### src/rtl/complex_mac_dpu_pkg.sv
// Shared opcode/mode constants and instruction payload decoding for the
// complex MAC datapath unit.
package complex_mac_dpu_pkg;

    localparam logic [2:0] OP_FSM = 3'd2;
    localparam logic [2:0] OP_DPU = 3'd3;

    localparam logic [4:0] MODE_NOP = 5'd0;
    localparam logic [4:0] MODE_ADD = 5'd1;
    localparam logic [4:0] MODE_SUB = 5'd2;
    localparam logic [4:0] MODE_MUL = 5'd7;
    localparam logic [4:0] MODE_MAC = 5'd10;

    localparam int DELAY_W    = 7;
    localparam int NUM_DELAYS = 3;

    typedef struct packed {
        logic [1:0]  option;
        logic [4:0]  mode;
        logic [15:0] imm;
    } dpu_t;

    typedef struct packed {
        logic [DELAY_W-1:0] delay_0;
        logic [DELAY_W-1:0] delay_1;
        logic [DELAY_W-1:0] delay_2;
    } fsm_t;

    typedef enum logic {
        ST_IDLE = 1'b0,
        ST_RUN  = 1'b1
    } seq_state_t;

    // Argument is payload[23:1]
    function automatic dpu_t unpack_dpu(input logic [22:0] fields);
        dpu_t d;
        d.option = fields[22:21];
        d.mode   = fields[20:16];
        d.imm    = fields[15:0];
        return d;
    endfunction

    // Argument is payload[21:1]
    function automatic fsm_t unpack_fsm(input logic [20:0] fields);
        fsm_t f;
        f.delay_0 = fields[20:14];
        f.delay_1 = fields[13:7];
        f.delay_2 = fields[6:0];
        return f;
    endfunction

    function automatic logic mode_active(input logic [4:0] mode);
        return (mode == MODE_ADD) || (mode == MODE_SUB) ||
               (mode == MODE_MUL) || (mode == MODE_MAC);
    endfunction

endpackage

### src/rtl/complex_round_sat.sv
// Reduces a wide signed value to OUT_W bits, either saturating at the
// signed limits or keeping the low bits (wrap).
module complex_round_sat #(
    parameter int IN_W  = 25,
    parameter int OUT_W = 16
) (
    input  logic signed [IN_W-1:0] value_in,
    input  logic                   sat,
    output logic [OUT_W-1:0]       value_out
);

    localparam logic [OUT_W-1:0] MAX_V = {1'b0, {(OUT_W-1){1'b1}}};
    localparam logic [OUT_W-1:0] MIN_V = {1'b1, {(OUT_W-1){1'b0}}};

    // The value fits iff every bit from the output sign bit upward agrees
    logic [IN_W-OUT_W:0] top_bits;
    logic                overflow;

    assign top_bits = value_in[IN_W-1:OUT_W-1];
    assign overflow = !((&top_bits) || !(|top_bits));

    always_comb begin
        value_out = value_in[OUT_W-1:0];
        if (sat && overflow) begin
            value_out = value_in[IN_W-1] ? MIN_V : MAX_V;
        end
    end

endmodule

### src/rtl/complex_mac_dpu.sv
// Complex fixed-point ADD/SUB/MUL/MAC unit driven by a per-option slot table
// and a delay-counting option sequencer, with a two-stage result pipeline.
module complex_mac_dpu
    import complex_mac_dpu_pkg::*;
#(
    parameter int WORD_BITWIDTH  = 32,
    parameter int FRAC_BITWIDTH  = 8,
    parameter int NUM_OPTIONS    = 4,
    parameter int ACC_GUARD_BITS = 4
) (
    input  logic                     clk,
    input  logic                     rst_n,
    input  logic                     instr_en,
    input  logic [26:0]              instr,
    input  logic                     activate,
    input  logic [WORD_BITWIDTH-1:0] word_data_in_0,
    input  logic [WORD_BITWIDTH-1:0] word_data_in_1,
    output logic [WORD_BITWIDTH-1:0] word_data_out,
    output logic                     out_valid
);

    localparam int H     = WORD_BITWIDTH / 2;
    localparam int F     = FRAC_BITWIDTH;
    localparam int OPT_W = (NUM_OPTIONS > 1) ? $clog2(NUM_OPTIONS) : 1;
    localparam int PW    = 2 * H;
    localparam int SW    = 2 * H + 1;
    localparam int MW    = SW - F;
    localparam int AW    = H + ACC_GUARD_BITS;
    localparam int RW0   = (MW > AW) ? MW : AW;
    localparam int RW    = (RW0 > H + 1) ? RW0 : H + 1;

    localparam logic [OPT_W-1:0]       LAST_OPT = OPT_W'(NUM_OPTIONS - 1);
    localparam logic signed [SW-1:0]   ROUND    = (F > 0) ? (SW'(1) << (F - 1)) : SW'(0);

    logic [2:0] opcode;
    dpu_t       dpu_w;
    fsm_t       fsm_w;
    logic       dpu_wr;
    logic       fsm_wr;

    assign opcode = instr[26:24];
    assign dpu_w  = unpack_dpu(instr[23:1]);
    assign fsm_w  = unpack_fsm(instr[21:1]);
    assign dpu_wr = instr_en && (opcode == OP_DPU);
    assign fsm_wr = instr_en && (opcode == OP_FSM);

    logic [DELAY_W-1:0] delay_reg [NUM_DELAYS];

    always_ff @(posedge clk or negedge rst_n) begin
        if (!rst_n) begin
            for (int i = 0; i < NUM_DELAYS; i++) delay_reg[i] <= '0;
        end else if (fsm_wr) begin
            delay_reg[0] <= fsm_w.delay_0;
            delay_reg[1] <= fsm_w.delay_1;
            delay_reg[2] <= fsm_w.delay_2;
        end
    end

    logic [4:0]  mode_slot [NUM_OPTIONS];
    logic [15:0] imm_slot  [NUM_OPTIONS];

    for (genvar gi = 0; gi < NUM_OPTIONS; gi++) begin : g_slot
        logic [4:0]  mode_reg;
        logic [15:0] imm_reg;

        always_ff @(posedge clk or negedge rst_n) begin
            if (!rst_n) begin
                mode_reg <= '0;
                imm_reg  <= '0;
            end else if (dpu_wr && (int'(dpu_w.option) == gi)) begin
                mode_reg <= dpu_w.mode;
                imm_reg  <= dpu_w.imm;
            end
        end

        assign mode_slot[gi] = mode_reg;
        assign imm_slot[gi]  = imm_reg;
    end

    seq_state_t         state_reg, state_next;
    logic [OPT_W-1:0]   opt_reg, opt_next;
    logic [DELAY_W-1:0] cnt_reg, cnt_next;
    logic               first_reg, first_next;
    logic [DELAY_W-1:0] next_delay;

    // Delay for option opt_reg+1; the final option always runs one cycle
    always_comb begin
        next_delay = '0;
        for (int i = 1; i < NUM_DELAYS; i++) begin
            if ((int'(opt_reg) + 1 == i) && (i < NUM_OPTIONS - 1)) next_delay = delay_reg[i];
        end
    end

    always_ff @(posedge clk or negedge rst_n) begin
        if (!rst_n) begin
            state_reg <= ST_IDLE;
            opt_reg   <= '0;
            cnt_reg   <= '0;
            first_reg <= 1'b0;
        end else begin
            state_reg <= state_next;
            opt_reg   <= opt_next;
            cnt_reg   <= cnt_next;
            first_reg <= first_next;
        end
    end

    always_comb begin
        state_next = state_reg;
        opt_next   = opt_reg;
        cnt_next   = cnt_reg;
        first_next = 1'b0;
        if (activate) begin
            state_next = ST_RUN;
            opt_next   = '0;
            cnt_next   = (NUM_OPTIONS > 1) ? delay_reg[0] : '0;
            first_next = 1'b1;
        end else if (state_reg == ST_RUN) begin
            if (cnt_reg != '0) begin
                cnt_next = cnt_reg - DELAY_W'(1);
            end else if (opt_reg == LAST_OPT) begin
                state_next = ST_IDLE;
                opt_next   = '0;
            end else begin
                opt_next   = opt_reg + OPT_W'(1);
                cnt_next   = next_delay;
                first_next = 1'b1;
            end
        end
    end

    logic [WORD_BITWIDTH-1:0] a_s1, b_s1;
    logic [4:0]               mode_s1;
    logic [15:0]              imm_s1;
    logic                     run_s1;
    logic                     first_s1;

    always_ff @(posedge clk or negedge rst_n) begin
        if (!rst_n) begin
            a_s1     <= '0;
            b_s1     <= '0;
            mode_s1  <= '0;
            imm_s1   <= '0;
            run_s1   <= 1'b0;
            first_s1 <= 1'b0;
        end else begin
            a_s1     <= word_data_in_0;
            b_s1     <= word_data_in_1;
            mode_s1  <= mode_slot[opt_reg];
            imm_s1   <= imm_slot[opt_reg];
            run_s1   <= (state_reg == ST_RUN);
            first_s1 <= first_reg;
        end
    end

    // Index 1 is the real half, index 0 the imaginary half
    logic signed [H-1:0]  a_h [2];
    logic signed [H-1:0]  b_h [2];
    logic signed [AW-1:0] acc_reg  [2];
    logic signed [AW-1:0] acc_next [2];
    logic [H-1:0]         red_out  [2];

    assign a_h[1] = a_s1[2*H-1:H];
    assign a_h[0] = a_s1[H-1:0];
    assign b_h[1] = b_s1[2*H-1:H];
    assign b_h[0] = b_s1[H-1:0];

    for (genvar gi = 0; gi < 2; gi++) begin : g_half
        logic signed [H:0]    add_v, sub_v;
        logic signed [PW-1:0] p0, p1;
        logic signed [SW-1:0] sum_v, rnd_v, shf_v;
        logic signed [RW-1:0] acc_base, mac_sum, red_in;

        assign add_v = (H+1)'(a_h[gi]) + (H+1)'(b_h[gi]);
        assign sub_v = (H+1)'(a_h[gi]) - (H+1)'(b_h[gi]);

        if (gi == 1) begin : g_re
            assign p0    = PW'(a_h[1]) * PW'(b_h[1]);
            assign p1    = PW'(a_h[0]) * PW'(b_h[0]);
            assign sum_v = SW'(p0) - SW'(p1);
        end else begin : g_im
            assign p0    = PW'(a_h[1]) * PW'(b_h[0]);
            assign p1    = PW'(a_h[0]) * PW'(b_h[1]);
            assign sum_v = SW'(p0) + SW'(p1);
        end

        assign rnd_v = sum_v + ROUND;
        assign shf_v = rnd_v >>> F;

        // First MAC cycle of a clearing option loads the product
        assign acc_base     = (imm_s1[1] && first_s1) ? '0 : RW'(acc_reg[gi]);
        assign mac_sum      = acc_base + RW'(shf_v);
        assign acc_next[gi] = AW'(mac_sum);

        always_comb begin
            case (mode_s1)
                MODE_ADD: red_in = RW'(add_v);
                MODE_SUB: red_in = RW'(sub_v);
                MODE_MAC: red_in = RW'(acc_next[gi]);
                default:  red_in = RW'(shf_v);
            endcase
        end

        complex_round_sat #(
            .IN_W  (RW),
            .OUT_W (H)
        ) u_round_sat (
            .value_in  (red_in),
            .sat       (imm_s1[0]),
            .value_out (red_out[gi])
        );
    end

    logic                     valid_next;
    logic [WORD_BITWIDTH-1:0] out_reg;
    logic                     valid_reg;

    assign valid_next = run_s1 && mode_active(mode_s1);

    always_ff @(posedge clk or negedge rst_n) begin
        if (!rst_n) begin
            out_reg   <= '0;
            valid_reg <= 1'b0;
            for (int i = 0; i < 2; i++) acc_reg[i] <= '0;
        end else begin
            valid_reg <= valid_next;
            if (valid_next) out_reg <= {red_out[1], red_out[0]};
            if (run_s1 && (mode_s1 == MODE_MAC)) begin
                for (int i = 0; i < 2; i++) acc_reg[i] <= acc_next[i];
            end
        end
    end

    assign word_data_out = out_reg;
    assign out_valid     = valid_reg;

    logic unused_bits;
    assign unused_bits = ^{instr[0], imm_s1[15:2]};

endmodule

### config.mk
export PLATFORM = sky130hd
export DESIGN_NAME = complex_mac_dpu
export DESIGN_NICKNAME = d
export VERILOG_FILES = /design/src/rtl/complex_mac_dpu_pkg.sv /design/src/rtl/complex_round_sat.sv /design/src/rtl/complex_mac_dpu.sv
export SDC_FILE = /design/constraint.sdc
export NUM_CORES = 2
export LEC_CHECK = 0
export CAP_MARGIN = 0
export CORE_ASPECT_RATIO = 0.7
export CORE_UTILIZATION = 25
export CTS_CLUSTER_DIAMETER = 150
export CTS_CLUSTER_SIZE = 10
export DETAILED_ROUTE_END_ITERATION = 12
export SYNTH_ARGS = -nofsm -noshare
export SYNTH_HDL_FRONTEND = slang
export SYNTH_SLANG_ARGS = --single-unit
### constraint.sdc
create_clock -name clk -period 13.7 [get_ports clk]
set_input_delay 1.37 -clock clk [delete_from_list [all_inputs] [get_ports clk]]
set_output_delay 1.37 -clock clk [all_outputs]
set_load 0.02 [all_outputs]
==> metrics.cfg <==
[sta]
period_needed_ns = 11.95
fmax_mhz = 83.67
setup_viol = 0
worst_slew_pin_slew_ns = 1.345
rsz0062_at_grt = false
setup_tns_ns = 0
fin_crit_sh_pct = 87.24
max_slew_margin_pct = 10.36
skew_ns = 0.07536
hold_violations = 0
slew_viol_final = 0

[die]
die_h_um = 388.3
die_width_um = 553.9
coreArea_um2 = 211400
initial_core_util_pct = 25.22
pin_count = 128
die-area_um2 = 215100
num_rows = 141

[yosys]
synth_fp_nets = 7338
syn_area_um2 = 53300
synthCells = 5659
synth_flop_cell = dfrtp_1
synth_edf_count = 0
postSynthAreaPerCell_um2 = 9.419
synth.distinct_cells = 98
synth_area_leaders = fa_1 44%, inv_1 9.8%, dfrtp_1 9.7%
synthArstFlopShare_pct = 100.0
yosysSeqAreaShare_pct = 9.672
yosys.area.top_type = fa_1
yosys_warnings = 0
ys_seq_elements = 206
synth_top_cell_area_share_pct = 44.28

[grt]
track_usage_pct = 16.21
grt_pass1_vias = 41120
grt-ovfl-total = 0
antenna_found_initial = 7
grt_max_degree = 87
grt_pass1_wl_um = 262600

[finish]
largest_reg_flops = 40
final_core_util_pct = 27.72
regArea_um2 = 5156
area_growth_syn_to_layout_pct = 9.913
nNetsFinal = 7342
stdcell_count = 8463
multi_input_area_um2 = 41950
drive_gt1_share_pct = 5.082
fillCellCount = 22310

[critical_path]
end_kind = flip-flop
critPathLaunchType = flip-flop
crit_required_ns = 14.14
path_class = reg -> reg
cp_data_arrival_time_ns = 12.39
cp_slowest_cell = dfrtp_1
worst_path_largest_cell_delay_ns = 0.94
crit_fanout = 17
cpMostUsedCell = fa_1

[clock_network]
clockBufferDepth = 3
cts_tree = yes
path_clk_slew_ns = 0.07
cts_hold_buf = 0
cts_root_buf = clkbuf_16
clock-sinks = 206
cts_setup_buffers = 0
h-tree-depth = 1
numCtsBuffers = 25
cts.repair.resized = 0
insertion_delay_ns = 0.66

[drt]
first_iter_violations = 3365
wl_um = 171900
vias = 39010
vias_per_cell = 4.609
dr.pass1.iters = 6
wl_per_cell_um = 20.31
drt_drc_violations_left = 0
antenna_left = 0

[run]
cap_violations = 0

[placed_design]
hpwl_um = 140900
place_inst = 8424
gp_congestion = 0.9458
io_buffers = 126

[min_path]
hp-class = reg -> reg

[run_status]
outcome = finished, final reports clean

layout by cell type (no fill, tap or decap), types with 80 or more instances in the layout:
cell type        synthesis  layout
clkdlybuf4s50_1          0     125
buf_4                    0     104
fa_1                  1179    1179
xnor2_1                 97      97
a21oi_1                154     154
o21ai_0                 80      80
mux2_2                  84      84
nand2_1                531     530
inv_1                 1388    1388
dfrtp_1                206     205
and2_1                 479     479
ha_1                   405     405
nor2_1                 239     239
cell usage after synthesis (34+ instances only):
library cell and number:
inv_1 1388, fa_1 1179, nand2_1 531, and2_1 479, ha_1 405, clkbuf_1 240, nor2_1 239, dfrtp_1 206
a21oi_1 154, xnor2_1 97, mux2_2 84, o21ai_0 80, nand2b_1 60, xor2_1 41, a21o_1 34
kinds of logic (layout without fill, tap and decap cells):
family / count (synthesis) / after routing / share of synthesized area, %
buf+inv: 1646 / 1654 / 11.64
fa+ha+maj: 1584 / 1584 / 53.79
simple gates: 1450 / 1450 / 13.42
compound gates: 534 / 534 / 6.920
flops: 206 / 206 / 9.672
xor+xnor: 140 / 140 / 2.329
mux: 99 / 99 / 2.230
other cells: 0 / 8 / 0
layout make-up:
type	instances	area share [%]
Multi-Input combinational cell	3807	71.61
Inverter	1393	8.925
Sequential cell	206	8.801
Tap cell	2788	5.954
Timing Repair Buffer	230	3.494
Clock buffer	28	1.121
Clock inverter	3	0.05980
Antenna cell	8	0.03417
worst paths after layout:
kind / start / end / slack, ns / depth (start not counted)
worst min-delay path: first_reg / first_s1 / 0.34 / 0
worst min register to register: first_reg / first_s1 / 0.34 / 0
min in group asynchronous: rst_n / delay_reg[7] / 0.75 / 1
worst max-delay path: b_s1[20] / word_data_out[28] / 1.75 / 35
worst max register to register: b_s1[20] / word_data_out[28] / 1.75 / 35
max in group asynchronous: rst_n / b_s1[19] / 10.76 / 3
critical path, delay by kind of cell, from the launching register on:
family                     cells  cell delay [ns]
DFF                            1             0.94
buffers and inverters          5             0.27
xor gates and xnor gates       2             0.90
and+or+nand+nor                7             1.65
adders and majority gates     11             4.94
AOI/OAI and AO/OA             10             2.99
metal layers:
metal	track usage, %	part of all wire, %	wire length (um)	vias up
li1	-	-	-	16900
met1	24.15	46	78770	20230
met2	22.04	39	66940	1720
met3	5.953	13	22440	160
met4	3.165	2.2	3696	2
met5	0	0.0076	13	-
metrics by stage:
stage | hold WS [ns] | cell area (um2) | setup slack, ns
CTS | 0.3493 | 58560 | 2.108
global route | 0.3559 | 58560 | 1.345
finish | 0.3438 | 58580 | 1.748
detailed placement | 0.3517 | 57870 | 2.086
floorplan | 0.3312 | 53300 | 3.897
global placement | 0.3390 | 57870 | 2.251
Power is not shown: default switching activity piles up to over one toggle a cycle in this logic, so the estimate is an artifact.
